$ cat src/rtl/mem_arbiter.sv
// Round-robin arbiter that lets several cache ports share one memory port.
// A granted request is registered onto the memory bus and held until accepted.
//
// state | meaning
// IDLE  | no transaction in flight; pick the next requester round-robin
// ISSUE | strobe, address and write data held on the memory bus until mem_ready
// RWAIT | read accepted; waiting for mem_r_data_valid to route data back
module mem_arbiter #(
    parameter int NumPorts     = 2,
    parameter int AddrBusWidth = 5,
    parameter int MemBusWidth  = 8
) (
    input  logic                                    clk,
    input  logic                                    rst,
    input  logic [NumPorts-1:0][AddrBusWidth-1:0]   port_addr,
    input  logic [NumPorts-1:0][MemBusWidth-1:0]    port_w_data,
    input  logic [NumPorts-1:0]                     port_re,
    input  logic [NumPorts-1:0]                     port_we,
    output logic [NumPorts-1:0]                     port_ready,
    output logic [NumPorts-1:0][MemBusWidth-1:0]    port_r_data,
    output logic [NumPorts-1:0]                     port_r_data_valid,
    output logic [AddrBusWidth-1:0]                 mem_addr,
    output logic [MemBusWidth-1:0]                  mem_w_data,
    output logic                                    mem_re,
    output logic                                    mem_we,
    input  logic                                    mem_ready,
    input  logic [MemBusWidth-1:0]                  mem_r_data,
    input  logic                                    mem_r_data_valid
);

    localparam int GrantW = $clog2(NumPorts);
    localparam logic [GrantW-1:0] LastPort = GrantW'(NumPorts - 1);

    typedef enum logic [1:0] {
        IDLE  = 2'd0,
        ISSUE = 2'd1,
        RWAIT = 2'd2
    } state_e;

    state_e                  state_q, state_d;
    logic [GrantW-1:0]       grant_q, grant_d;
    logic [GrantW-1:0]       last_grant_q, last_grant_d;
    logic [AddrBusWidth-1:0] mem_addr_q, mem_addr_d;
    logic [MemBusWidth-1:0]  mem_w_data_q, mem_w_data_d;
    logic                    mem_re_q, mem_re_d;
    logic                    mem_we_q, mem_we_d;

    logic                    pick_valid;
    logic [GrantW-1:0]       pick_idx;
    logic [GrantW-1:0]       cand;

    function automatic logic [GrantW-1:0] wrap_idx(input logic [GrantW-1:0] base, input int offs);
        int s;
        s = int'(base) + offs;
        if (s >= NumPorts) s = s - NumPorts;
        return GrantW'(s);
    endfunction

    // Search begins one past the last grant, so a lone requester still wins every time.
    always_comb begin
        pick_valid = 1'b0;
        pick_idx   = '0;
        cand       = '0;
        for (int i = 1; i <= NumPorts; i++) begin
            cand = wrap_idx(last_grant_q, i);
            if (!pick_valid && (port_re[cand] || port_we[cand])) begin
                pick_valid = 1'b1;
                pick_idx   = cand;
            end
        end
    end

    always_comb begin
        state_d           = state_q;
        grant_d           = grant_q;
        last_grant_d      = last_grant_q;
        mem_addr_d        = mem_addr_q;
        mem_w_data_d      = mem_w_data_q;
        mem_re_d          = mem_re_q;
        mem_we_d          = mem_we_q;
        port_ready        = '0;
        port_r_data       = '0;
        port_r_data_valid = '0;

        case (state_q)
            IDLE: begin
                if (pick_valid) begin
                    grant_d      = pick_idx;
                    last_grant_d = pick_idx;
                    mem_addr_d   = port_addr[pick_idx];
                    mem_w_data_d = port_w_data[pick_idx];
                    // A port raising both strobes is treated as a write.
                    mem_we_d     = port_we[pick_idx];
                    mem_re_d     = port_re[pick_idx] & ~port_we[pick_idx];
                    state_d      = ISSUE;
                end
            end
            ISSUE: begin
                if (mem_ready) begin
                    port_ready[grant_q] = 1'b1;
                    mem_re_d            = 1'b0;
                    mem_we_d            = 1'b0;
                    state_d             = mem_we_q ? IDLE : RWAIT;
                end
            end
            RWAIT: begin
                if (mem_r_data_valid) begin
                    port_r_data_valid[grant_q] = 1'b1;
                    port_r_data[grant_q]       = mem_r_data;
                    state_d                    = IDLE;
                end
            end
            default: begin
                state_d = IDLE;
            end
        endcase

        if (rst) begin
            port_ready        = '0;
            port_r_data       = '0;
            port_r_data_valid = '0;
        end
    end

    always_ff @(posedge clk) begin
        if (rst) begin
            state_q      <= IDLE;
            grant_q      <= '0;
            last_grant_q <= LastPort;
            mem_addr_q   <= '0;
            mem_w_data_q <= '0;
            mem_re_q     <= 1'b0;
            mem_we_q     <= 1'b0;
        end else begin
            state_q      <= state_d;
            grant_q      <= grant_d;
            last_grant_q <= last_grant_d;
            mem_addr_q   <= mem_addr_d;
            mem_w_data_q <= mem_w_data_d;
            mem_re_q     <= mem_re_d;
            mem_we_q     <= mem_we_d;
        end
    end

    assign mem_addr   = mem_addr_q;
    assign mem_w_data = mem_w_data_q;
    assign mem_re     = mem_re_q;
    assign mem_we     = mem_we_q;

endmodule

$ cat config.mk
export PLATFORM = sky130hd
export DESIGN_NAME = mem_arbiter
export DESIGN_NICKNAME = d
export VERILOG_FILES = /design/src/rtl/mem_arbiter.sv
export SDC_FILE = /design/constraint.sdc
export NUM_CORES = 1
export LEC_CHECK = 0
export CELL_PAD_IN_SITES_DETAIL_PLACEMENT = 1
export CELL_PAD_IN_SITES_GLOBAL_PLACEMENT = 1
export CORE_MARGIN = 3
export CORE_UTILIZATION = 23
export CTS_CLUSTER_DIAMETER = 150
export DETAILED_ROUTE_END_ITERATION = 8
export GPL_TIMING_DRIVEN = 0
export PLACE_DENSITY_LB_ADDON = 0.1
export REMOVE_ABC_BUFFERS = 1
export SETUP_SLACK_MARGIN = 0.3
export SYNTH_ARGS = -nofsm -noshare
export SYNTH_HDL_FRONTEND = slang
export SYNTH_SLANG_ARGS = --single-unit
$ cat constraint.sdc
create_clock -name clk -period 2.5 [get_ports clk]
set_clock_uncertainty 0.15 [all_clocks]
set_input_delay 0.75 -clock clk [delete_from_list [all_inputs] [get_ports clk]]
set_output_delay 0.75 -clock clk [all_outputs]
set_load 0.01 [all_outputs]
==> metrics.yaml <==
setup_path:
  reg2reg_from: "state_q[1]"
  r2r_slack_ns: 0.59
  cp.arrival_ns: 1.77
  rr_worst_depth: 3
  cp-end-kind: "primary output"
  crit_type: "in -> out"
  path_max_fanout: 3
  r2r-end: "mem_re"
  crit_path_start_kind: "primary input"
  worstPathRequired_ns: 1.60
hold_path:
  hold-path-endpoint: "mem_re"
  min_from: "mem_re"
  holdPathStages: 2
  min_path_type: "reg -> reg"
detailed_routing:
  route.vias.total: 1321
  drc: 0
  dr.pass1.iters: 2
  wirelength_um: 4753
  drtAntennaViolNets: 0
  drt_iter0_drc: 46
  wl_per_cell_um: 17.47
  viasPerCell: 4.857
placement:
  dp_cells: 249
  place.gp.congestion: 0.8201
  dp_hpwl_um: 3046
  io_buffers: 76
power_and_ir_drop:
  power.density_nw_per_um2: 439.9
  p_total_mw: 0.9301
  leakagePower_nw: 0.9237
  irDropWorstVdd_uv: 242.6
timing:
  drv_slew: 0
  post-route-period-util: 1.070
  worst_slew_pin_slew_ns: 1.065
  finalSetupViolations: 16
  setup_slack_ns: -0.1740
  final-hold-violation-count: 0
  max_freq_mhz: 374.0
  post-route-min-period_ns: 2.674
  slew_headroom: 0.2861
  rsz0062_at_grt: "yes"
run_status:
  violations: "negative setup slack"
  status: "complete, but fails checks"
final_layout:
  fin_cells: 272
  area_growth_pct: 114.2
  final_nets: 265
  diodes: 0
  drive_above_1_share: 0.3018
synthesis:
  postSynthAreaPerCell_um2: 7.594
  synth_cell_type_count: 25
  netlist_instances: 130
  yosys-top-cells-area: "dfxtp_1 (39%), and2_1 (10%), a211oi_1 (9.9%)"
  ys.flop_type: "dfxtp_1"
  yosysSeqAreaShare: 0.3853
  ys_seq_elements: 19
  synth_area_um2: 987.2
  synth_top_area_frac: 0.3853
  synthArstFlopShare: 0
  synth_common_cells: "nand2_1 (20), dfxtp_1 (19), a21oi_1 (17), nor2_1 (17), and2_1 (16)"
  synth.most_common_cell: "nand2_1"
  synth.largest_area_cell: "dfxtp_1"
  ys_warn_count: 0
  synth_edf_count: 0
job:
  maxCapViolations: 0
floorplan:
  rows: 23
  core_um2: 4058
  fp.dieW_um: 71.52
  io_pins: 77
  fp.dieH_um: 71.52
  dieArea_um2: 5114
  start_util: 0.2433
global_routing:
  grt_overflow: 0
  grt_pass1_wl_um: 7072
  antenna_found_initial: 0
  grt_start_max_net_pins: 19
  track_usage: 0.1799
  grt_pass1_vias: 1407
clock_tree:
  clock-sinks: 19
  cts_tree: "done"
  clk_pin_slew_worst_paths_ns: 0.07
  htree_levels: 1
  clkLatencyLatePin_ns: 0.26
  root_buffer: "clkbuf_8"
  cts_hold_buf: 0
  clock_path_buffers: 2
  cts_buffers: 3
[cell usage in the layout, fill, tap and decap left out, types with 2 or more instances in the layout]
cell              n
a211oi_1         13
a21oi_1          17
and2_1            7
and2_4            9
and3_4            2
buf_12            2
buf_2            10
buf_4             7
buf_6            20
clkbuf_8          3
clkdlybuf4s50_1  49
dfxtp_1          18
dlymetal6s2s_1    4
nand2_1          18
nand2_2           2
nand3_1           2
nor2_1           16
nor2_4            2
o21ai_0           2
[flip-flops by register name (all words and copies together), names as in the netlist]
name          count
mem_w_data        8
grant_q           1
mem_re            1
state_q           2
mem_we            1
mem_addr          5
last_grant_q      1
[power breakdown]
group,total (mW),leakage (nW),switching (mW),internal (mW)
combinational,0.338,0.740,0.145,0.193
sequential,0.368,0.158,0.0289,0.340
clock,0.224,0.0255,0.113,0.111
total,0.930,0.924,0.287,0.643
[area by class of cell]
| cell class | count | area [µm²] |
|---|---|---|
| flip-flops and latches | 19 | 381.6 |
| clock buffers | 3 | 41.29 |
| well taps | 50 | 62.56 |
| clock inverters | 1 | 5.005 |
| repair buffers | 94 | 968.4 |
| fillers | 473 | 1943 |
| multi-input cells | 105 | 655.6 |
[kinds of logic (layout without fill, tap and decap cells)]
family | after synthesis | count (layout) | synth area share
simple gates | 67 | 69 | 0.3422
compound gates | 36 | 36 | 0.2256
flops | 19 | 19 | 0.3853
buf+inv | 8 | 98 | 0.04688
[worst max-delay path: stages]
cell and delay [ns]:
buf_16 0.11, nor3b_4 0.24, and3_4 0.25, buf_6 0.11
buf_6 0.08, and2_4 0.13, buf_6 0.09
[stage by stage]
| step | area (µm²) | setup WS, ns | TNS [ns] | utilization | hold WS, ns |
|---|---|---|---|---|---|
| floorplan | 940.9 | 0.03076 | 0 | - | 0.3107 |
| detailed placement | 1772 | -1.601 | -35.11 | 0.4366 | 0.3113 |
| CTS | 1964 | -0.1660 | -2.810 | 0.4841 | 0.3196 |
| finish | 2115 | -0.1740 | -1.824 | 0.5211 | 0.3173 |
| global route | 2115 | -0.2275 | -2.791 | 0.5211 | 0.3437 |
| global placement | 1764 | -1.562 | -37.89 | 0.4348 | 0.3098 |
[how the worst max path moves through the flow]
stage / start / to / slack [ns]
final: rst / port_r_data[8] / -0.17
after global placement: rst / port_r_data[2] / -1.56
after CTS: rst / port_r_data[11] / -0.17
after floorplan: rst / port_r_data[0] / 0.03
after detailed placement: rst / port_r_data[4] / -1.60
after global routing: rst / port_r_data[8] / -0.23
[layer usage]
metal | routed length (µm) | global-route usage | part of all wire
met3 | 309 | 0.04208 | 0.065
met2 | 2494 | 0.3337 | 0.52
met1 | 1839 | 0.1923 | 0.39
met4 | 110 | 0.07724 | 0.023
met5 | 0 | 0 | 0
[timing repair]
item	in CTS	in global routing
setup endpoints to repair	38	37
cloned	3	0
resized for setup	123	25
pin swaps	16	6
hold endpoints to repair	0	0
setup buffers	11	5
Note: power is estimated with default switching activity, not from simulation.
